File: src/rtl/mist_pkg.sv
// Shared PS/2 receiver definitions: frame FSM states, scancode prefixes and
// the odd-parity check used when a frame completes.
package mist_pkg;

    typedef enum logic [1:0] {
        ST_IDLE   = 2'd0,
        ST_DATA   = 2'd1,
        ST_PARITY = 2'd2,
        ST_STOP   = 2'd3
    } ps2_state_t;

    localparam logic [7:0] PS2_PFX_EXT   = 8'hE0;
    localparam logic [7:0] PS2_PFX_REL   = 8'hF0;
    localparam int         PS2_DATA_BITS = 8;

    // PS/2 uses odd parity: data bits plus parity bit must XOR to 1.
    function automatic logic ps2_parity_ok(input logic [7:0] data, input logic parity);
        return (^data) ^ parity;
    endfunction

endpackage

File: src/rtl/ps2_kbd_rx_if.sv
// Decoded key-event bundle produced by ps2_kbd_rx; master drives, slave observes.
interface ps2_kbd_rx_if;

    logic       key_strobe;
    logic [7:0] key_code;
    logic       key_ext;
    logic       key_rel;
    logic       frame_err;

    modport master (
        output key_strobe,
        output key_code,
        output key_ext,
        output key_rel,
        output frame_err
    );

    modport slave (
        input key_strobe,
        input key_code,
        input key_ext,
        input key_rel,
        input frame_err
    );

endinterface

File: src/rtl/ps2_sync.sv
// Brings ps2_clk/ps2_data into clk_sys and produces a registered one-cycle
// pulse on each synchronised ps2_clk falling edge, aligned with the data sample.
module ps2_sync (
    input  logic clk_sys,
    input  logic reset,
    input  logic ps2_clk,
    input  logic ps2_data,
    output logic sync_data,
    output logic clk_fall
);

    logic [1:0] r_clk_sync;
    logic [1:0] r_data_sync;
    logic       r_clk_prev;
    logic       r_clk_fall;
    logic       r_sync_data;

    // Presetting to the idle-high level keeps reset release from looking like an edge.
    always_ff @(posedge clk_sys or posedge reset) begin
        if (reset) begin
            r_clk_sync  <= 2'b11;
            r_data_sync <= 2'b11;
            r_clk_prev  <= 1'b1;
            r_clk_fall  <= 1'b0;
            r_sync_data <= 1'b1;
        end else begin
            r_clk_sync  <= {r_clk_sync[0], ps2_clk};
            r_data_sync <= {r_data_sync[0], ps2_data};
            r_clk_prev  <= r_clk_sync[1];
            r_clk_fall  <= r_clk_prev & ~r_clk_sync[1];
            r_sync_data <= r_data_sync[1];
        end
    end

    assign sync_data = r_sync_data;
    assign clk_fall  = r_clk_fall;

endmodule

File: src/rtl/ps2_kbd_rx.sv
// PS/2 keyboard receiver: frames 11-bit PS/2 bytes, folds E0/F0 prefixes into a
// single key event and reports parity, stop-bit and timeout errors.
//
// state     | meaning
// ST_IDLE   | waiting for a start bit (edge with data low)
// ST_DATA   | shifting in 8 data bits, LSB first
// ST_PARITY | sampling the odd-parity bit
// ST_STOP   | sampling the stop bit, then decode or flag an error
module ps2_kbd_rx
    import mist_pkg::*;
#(
    parameter int TIMEOUT = 20000
) (
    input  logic         clk_sys,
    input  logic         reset,
    input  logic         ps2_clk,
    input  logic         ps2_data,
    ps2_kbd_rx_if.master kbd
);

    localparam int               TMO_W    = $clog2(TIMEOUT + 1);
    localparam logic [TMO_W-1:0] TMO_LOAD = TMO_W'(TIMEOUT - 1);
    localparam logic [2:0]       BIT_LAST = 3'(PS2_DATA_BITS - 1);

    logic             w_sync_data;
    logic             w_clk_fall;
    logic             w_frame_ok;

    ps2_state_t       r_state;
    logic [2:0]       r_bit_cnt;
    logic [7:0]       r_shift;
    logic             r_parity;
    logic             r_ext;
    logic             r_rel;
    logic [TMO_W-1:0] r_tmo;

    logic             r_key_strobe;
    logic             r_frame_err;
    logic [7:0]       r_key_code;
    logic             r_key_ext;
    logic             r_key_rel;

    ps2_sync u_sync (
        .clk_sys   (clk_sys),
        .reset     (reset),
        .ps2_clk   (ps2_clk),
        .ps2_data  (ps2_data),
        .sync_data (w_sync_data),
        .clk_fall  (w_clk_fall)
    );

    // Evaluated while in ST_STOP: w_sync_data is then the stop bit.
    assign w_frame_ok = w_sync_data & ps2_parity_ok(r_shift, r_parity);

    always_ff @(posedge clk_sys or posedge reset) begin
        if (reset) begin
            r_state      <= ST_IDLE;
            r_bit_cnt    <= '0;
            r_shift      <= '0;
            r_parity     <= 1'b0;
            r_ext        <= 1'b0;
            r_rel        <= 1'b0;
            r_tmo        <= '0;
            r_key_strobe <= 1'b0;
            r_frame_err  <= 1'b0;
            r_key_code   <= '0;
            r_key_ext    <= 1'b0;
            r_key_rel    <= 1'b0;
        end else begin
            r_key_strobe <= 1'b0;
            r_frame_err  <= 1'b0;

            // Down-counting watchdog, reloaded on every edge, parked at zero.
            if (w_clk_fall) begin
                r_tmo <= TMO_LOAD;
            end else if (r_state != ST_IDLE && r_tmo != '0) begin
                r_tmo <= r_tmo - TMO_W'(1);
            end

            case (r_state)
                ST_IDLE: begin
                    if (w_clk_fall && !w_sync_data) begin
                        r_state   <= ST_DATA;
                        r_bit_cnt <= '0;
                    end
                end
                ST_DATA: begin
                    if (w_clk_fall) begin
                        r_shift   <= {w_sync_data, r_shift[7:1]};
                        r_bit_cnt <= r_bit_cnt + 3'd1;
                        if (r_bit_cnt == BIT_LAST) begin
                            r_state <= ST_PARITY;
                        end
                    end
                end
                ST_PARITY: begin
                    if (w_clk_fall) begin
                        r_parity <= w_sync_data;
                        r_state  <= ST_STOP;
                    end
                end
                ST_STOP: begin
                    if (w_clk_fall) begin
                        r_state <= ST_IDLE;
                        if (!w_frame_ok) begin
                            r_frame_err <= 1'b1;
                            r_ext       <= 1'b0;
                            r_rel       <= 1'b0;
                        end else if (r_shift == PS2_PFX_EXT) begin
                            r_ext <= 1'b1;
                        end else if (r_shift == PS2_PFX_REL) begin
                            r_rel <= 1'b1;
                        end else begin
                            r_key_strobe <= 1'b1;
                            r_key_code   <= r_shift;
                            r_key_ext    <= r_ext;
                            r_key_rel    <= r_rel;
                            r_ext        <= 1'b0;
                            r_rel        <= 1'b0;
                        end
                    end
                end
                default: r_state <= ST_IDLE;
            endcase

            // Abandon a stalled frame; no edge this cycle, so no other branch fired.
            if (r_state != ST_IDLE && !w_clk_fall && r_tmo == '0) begin
                r_state     <= ST_IDLE;
                r_frame_err <= 1'b1;
                r_ext       <= 1'b0;
                r_rel       <= 1'b0;
            end
        end
    end

    assign kbd.key_strobe = r_key_strobe;
    assign kbd.key_code   = r_key_code;
    assign kbd.key_ext    = r_key_ext;
    assign kbd.key_rel    = r_key_rel;
    assign kbd.frame_err  = r_frame_err;

endmodule

File: src/flat_wrapper.sv
// flat-port wrapper written by rule: the top's interface ports become plain ports
module ps2_kbd_rx_flat import mist_pkg::*;
#(
    parameter int TIMEOUT = 20000
)
  (clk_sys, reset, ps2_clk, ps2_data, kbd_key_strobe, kbd_key_code, kbd_key_ext, kbd_key_rel, kbd_frame_err);
  ps2_kbd_rx_if kbd_i ();
  input  logic clk_sys;
  input  logic reset;
  input  logic ps2_clk;
  input  logic ps2_data;
  output wire logic [$bits(kbd_i.key_strobe)-1:0] kbd_key_strobe;
  output wire logic [$bits(kbd_i.key_code)-1:0] kbd_key_code;
  output wire logic [$bits(kbd_i.key_ext)-1:0] kbd_key_ext;
  output wire logic [$bits(kbd_i.key_rel)-1:0] kbd_key_rel;
  output wire logic [$bits(kbd_i.frame_err)-1:0] kbd_frame_err;
  assign kbd_key_strobe = kbd_i.key_strobe;
  assign kbd_key_code = kbd_i.key_code;
  assign kbd_key_ext = kbd_i.key_ext;
  assign kbd_key_rel = kbd_i.key_rel;
  assign kbd_frame_err = kbd_i.frame_err;
  ps2_kbd_rx #(.TIMEOUT(TIMEOUT)) u_core (.clk_sys(clk_sys), .reset(reset), .ps2_clk(ps2_clk), .ps2_data(ps2_data), .kbd(kbd_i));
endmodule
File: config.mk
export PLATFORM = sky130hd
export DESIGN_NAME = ps2_kbd_rx_flat
export DESIGN_NICKNAME = d
export VERILOG_FILES = /design/src/rtl/mist_pkg.sv /design/src/rtl/ps2_kbd_rx_if.sv /design/src/rtl/ps2_sync.sv /design/src/rtl/ps2_kbd_rx.sv /design/src/flat_wrapper.sv
export SDC_FILE = /design/constraint.sdc
export NUM_CORES = 1
export LEC_CHECK = 0
export ABC_AREA = 0
export CORE_MARGIN = 1.5
export CORE_UTILIZATION = 60
export DETAILED_ROUTE_END_ITERATION = 8
export PLACE_DENSITY = 0.8
export SETUP_SLACK_MARGIN = 0.05
export SYNTH_ARGS = -nofsm -noshare
export SYNTH_HDL_FRONTEND = slang
export SYNTH_SLANG_ARGS = --single-unit
File: constraint.sdc
create_clock -name clk_sys -period 4.9 [get_ports clk_sys]
set_input_delay 1.47 -clock clk_sys [delete_from_list [all_inputs] [get_ports clk_sys]]
set_output_delay 1.47 -clock clk_sys [all_outputs]
set_load 0.02 [all_outputs]
# Yosys cells after proc, flatten, opt, wreduce, memory -nomap -nowiden
# Index checks and enable logic that the tools add are counted.
# totals
register_bits	50
wordCells	95
# op_classes
add_sub_neg	2
eq_ne	15
muxes	33
n_bitwise	6
n_reduce_logical	22
# ops
operator	n
15-bit 2-to-1 mux	2
1-bit 2-to-1 mux	21
8-bit equality test, second input constant	2
15-bit logical NOT	1
15-bit nonzero test	1
15-bit by 1-bit subtractor with 15-bit output, second input constant	1
2-bit 2-to-1 mux	6
5-bit AND reduction	2
2-bit nonzero test	5
3-bit by 2-bit != test with 1-bit output, second input constant	3
3-bit AND reduction	3
2-bit case mux with 4 select lines	1
8-bit XOR reduction	1
3-bit 2-to-1 mux	2
3-bit by 1-bit != test with 1-bit output, second input constant	2
3-bit case mux with 2 select lines	1
2-bit equality test, second input constant	2
1-bit logical AND	4
4-bit != test, second input constant	1
2-bit AND reduction	2
3-bit by 1-bit adder with 3-bit output, second input constant	1
3-bit equality test, second input constant	1
3-bit != test, second input constant	1
1-bit NOT	3
7 further kinds	9

# Longest topological paths before layout
# depth
depth_word	7
depth_mapped	8

# Modules after synthesis
# From an unflattened synthesis, not the netlist that was laid out.
# hier_totals
hier_cells	207
area_unflattened_um2	2449.8
# by_module_without_submodules
module	n_inst	cells_per_inst	area_each_um2	seq_area_each_um2
ps2_kbd_rx	1	198	2249.7	1076.0
ps2_sync	1	9	200.2	182.7

# Least setup slack after synthesis
# No wires, ideal clock.
# synth_path
path_kind	register to register
from	register u_core.r_shift[2]
to	register u_core.r_key_code[0] (netlist: u_core.kbd.key_code[0])
arrival_time_ns	1.985
required_ns	4.775
setup_slack_ns	2.790
stages_incl_launch_ff	9
period_less_slack_ns	2.110
path_cell_list	dfrtp_1 > inv_1 > ha_1 > xnor3_1 > xnor2_1 > nand2_1 > nor3_2 > buf_6 > mux2_2
# synth_between
elab_chain_cells	4
word_cells_on_any_way	8
classes_between	eq/ne: 2; bitwise: 4; reduce/logical: 2
# synth_rtl
element	line	source
start: declaration	ps2_kbd_rx.sv:31	logic [7:0] r_shift;
start signal: assignment	ps2_kbd_rx.sv:89	r_shift <= {w_sync_data, r_shift[7:1]};
8-bit XOR reduction	mist_pkg.sv:18	return (^data) ^ parity;
1-bit XOR	mist_pkg.sv:18	
1-bit AND	ps2_kbd_rx.sv:53	assign w_frame_ok = w_sync_data & ps2_parity_ok(r_shift, r_parity);
5-bit AND reduction (no source line) *	--	
end signal: assignment	ps2_kbd_rx.sv:115	r_key_code <= r_shift;
end: declaration	ps2_kbd_rx.sv:39	logic [7:0] r_key_code;
# Every way passes the cells marked *; elsewhere a longest branch is shown, timed or not.
# A chain may end at the register's enable or synchronous reset.

# Final worst setup path
# layout_path
from	register u_core.r_key_code[3] (netlist: u_core.kbd.key_code[3])
to	output kbd_key_code[3]
# layout_rtl
element	line	source
end: declaration	flat_wrapper.sv:13	output wire logic [$bits(kbd_i.key_code)-1:0] kbd_key_code;
# No word-level cell between the ends.

==> flow_summary_export.csv <==
group,metric,value,unit
logic_synthesis,synth_top_family_by_area,"simple AND/OR/NAND/NOR gates",
setup_path,cp.arrival,1.27,ns
min_path,hold_path_class,"flip-flop to flip-flop",
clocking,htree_levels,2,
setup_path,path_cells,"clkdlybuf4s50_1",
logic_synthesis,netlist_instances,205,
global_routing,grt.total_usage,0.221,
logic_synthesis,synth-seq-area-share,0.538,
logic_synthesis,syn_nets,222,
timing,hold_viol,0,
setup_path,startpoint_type,"flip-flop",
timing,layout_min_cycle_time,2.74,ns
timing,finalMaxSlewViolations,0,
clocking,hold_buffers,0,
clocking,clkLatencyLatePin,0.31,ns
logic_synthesis,yosysTopAreaCell,"dfrtp_1",
setup_path,path_class,"flip-flop to primary output",
place,dp.final_hpwl,2930,µm
logic_synthesis,synth-edff-count,0,
pwr,power_density,467,nW/µm²
logic_synthesis,synth_flop_cell,"dfrtp_1",
logic_synthesis,synth_warnings,0,
timing,fin_skew,0.00972,ns
timing,rsz0062_at_grt,"false",
place,dpl_cell_area,2530,µm²
timing,slew_headroom,0.335,
floorplanning,initial_core_util,0.630,
clocking,cts_resized,0,
place,place_congestion,0.822,
floorplanning,die_area,4280,µm²
floorplanning,rows,22,
timing,fin_setup_tns,0,ns
timing,finalSetupViolations,0,
route,drt_iter0_markers,116,
setup_path,slowest_stage,"clkdlybuf4s50_1",
setup_path,critPathMaxFanout,2,
logic_synthesis,yosysTopAreaCellShare,0.471,
clocking,cts_buffers,5,
clocking,cts_root_buffer,"clkbuf_8",
global_routing,first_global_vias,1669,
logic_synthesis,synth_compound_area_frac,0.0914,
setup_path,critPathTopFamily,"buffers and inverters",
cells_and_area,drive_gt1_frac,0.165,
global_routing,grt_start_max_net_pins,51,
clocking,cts_tree,"done",
clocking,clk_pin_slew,0.10,ns
floorplanning,die_x,65.4,µm
floorplanning,fp.dieH,65.4,µm
cells_and_area,area_growth,11.9,%
route,drc,0,
logic_synthesis,synthTopCellsByArea,"dfrtp_1, mux2_2, ha_1",
pwr,ir_drop,0.000286,V
setup_path,cp_slowest_stage_delay,0.61,ns
cells_and_area,fin_nets,240,
floorplanning,core_area,3720,µm²
cells_and_area,final_area,2620,µm²
timing,post-route-period-util,0.559,
setup_path,path_buf_inv,1,
setup_path,reg2reg_slack,2.18,ns
logic_synthesis,synth_seq_cells,50,
route,routed_wl,4090,µm
logic_synthesis,synthSimpleGateAreaFrac,0.155,
logic_synthesis,synth.avg_cell_area,11.4,µm²
logic_synthesis,synthAdderAreaFrac,0.0695,
place,place_ws,2.16,ns
pwr,p_leak,0.00113,µW
global_routing,grt_antenna_before_repair,0,
floorplanning,num_io_pins,16,
route,avgViaCountPerCell,5.88,
setup_path,crit_required,3.43,ns
clocking,cts_buffer_depth,2,
global_routing,grt_pass1_wl,7270,µm
route,vias,1600,
global_routing,grt-ovfl-total,0,
timing,worst_slack,2.16,ns
logic_synthesis,syn_area,2340,µm²
timing,fmax,365,MHz
clocking,post_cts_buffers,0,
route,wire_per_inst,15.1,µm
logic_synthesis,synth.area.mux_share,0.0813,
logic_synthesis,synth_common_cells,"dfrtp_1, nand2_1, mux2_2",
logic_synthesis,yosysMostFrequentCell,"dfrtp_1",
place,io_buffer_count,15,
setup_path,crit_path_end_kind,"primary output",
status,outcome,"completed",
clocking,clock-sinks,50,
route,drtAntennaViolNets,0,
run,cap_violations,0,
logic_synthesis,synthXorXnorAreaFrac,0.0321,
route,drt_first_pass_iters,4,
logic_synthesis,ys_async_sr_fraction,1.00,
cells_and_area,num_antenna_cells,0,
logic_synthesis,synth_cell_types,43,
timing,worstMarginPinSlew,0.996,ns
-- logic make-up (layout without fill, tap and decap cells) --
| kind of cell | count (synthesis) | in the layout |
|---|---|---|
| AOI/OAI and AO/OA | 33 | 33 |
| xor gates and xnor gates | 7 | 7 |
| adders and majority gates | 13 | 13 |
| buffers and inverters | 18 | 37 |
| DFF | 50 | 50 |
| muxes | 17 | 17 |
| and+or+nand+nor | 67 | 67 |
-- metrics by stage --
stage	util	hold slack (ns)	std cells	total power, µW
after floorplan	-	0.345	205	866
after global placement	0.680	0.348	264	939
after detailed placement	0.680	0.347	264	981
after CTS	0.705	0.362	272	1230
after global routing	0.705	0.366	272	1300
final	0.705	0.361	272	1220
-- area by class of cell --
class	instances	area (µm²)
well taps	48	60.1
clock inverters	3	23.8
inverters	14	52.6
clock buffers	5	68.8
repair buffers	15	150
multi-input cells	137	1000
flip-flops and latches	50	1260
fillers	259	1100
-- flip-flops by register name, indices dropped and copies added, names as in the netlist, 2 cells and up --
name / cells
u_core.r_tmo: 15
u_core.kbd.key_code: 8
u_core.r_shift: 8
u_core.r_bit_cnt: 3
u_core.r_state: 2
u_core.u_sync.r_clk_sync: 2
u_core.u_sync.r_data_sync: 2
-- layer usage --
metal / vias to the layer above / global-route usage / share of wire
li1: 766 / - / -
met3: 10 / 0.0514 / 0.039
met5: - / 0 / 0
met2: 38 / 0.383 / 0.50
met4: 0 / 0.0573 / 0.020
met1: 786 / 0.279 / 0.45
-- path summary, 6_finish.rpt --
kind,depth (start not counted),end,startpoint
min in group asynchronous,2,u_core.r_bit_cnt[1],reset
worst min register to register,0,u_core.u_sync.sync_data,u_core.u_sync.r_data_sync[1]
worst max-delay path,1,kbd_key_code[3],u_core.kbd.key_code[3]
worst max register to register,7,u_core.kbd.key_code[5],u_core.r_shift[3]
worst min-delay path,0,u_core.u_sync.sync_data,u_core.u_sync.r_data_sync[1]
max in group asynchronous,2,u_core.kbd.key_code[5],reset
-- where the power goes --
group          internal [µW]  switching, µW
clock                    102            144
sequential               489           66.3
combinational            198            223
total                    790            433
-- cell usage in the layout (no fill, tap or decap), types with 2 or more instances in the layout --
cell type | synthesis | layout
dfrtp_1 | 44 | 44
and3_1 | 4 | 4
a22o_1 | 2 | 2
clkbuf_8 | 0 | 5
mux2_2 | 15 | 15
nor3_1 | 3 | 3
nand4_1 | 4 | 4
o21ai_0 | 11 | 11
nand3_1 | 9 | 9
nor4_1 | 2 | 2
xor2_1 | 2 | 2
xnor2_1 | 4 | 4
dfstp_2 | 6 | 6
nand2_1 | 20 | 20
a21oi_1 | 6 | 6
nor3_2 | 3 | 3
ha_1 | 13 | 13
clkdlybuf4s50_1 | 0 | 15
inv_1 | 14 | 13
o31ai_1 | 2 | 2
a211oi_1 | 2 | 2
nand2b_1 | 2 | 2
or3_1 | 2 | 2
nor2_1 | 10 | 10
o211ai_1 | 2 | 2
o21a_1 | 2 | 2
or4_1 | 2 | 2
clkinvlp_4 | 0 | 2
No activity file was read; power rests on OpenSTA's default activity.
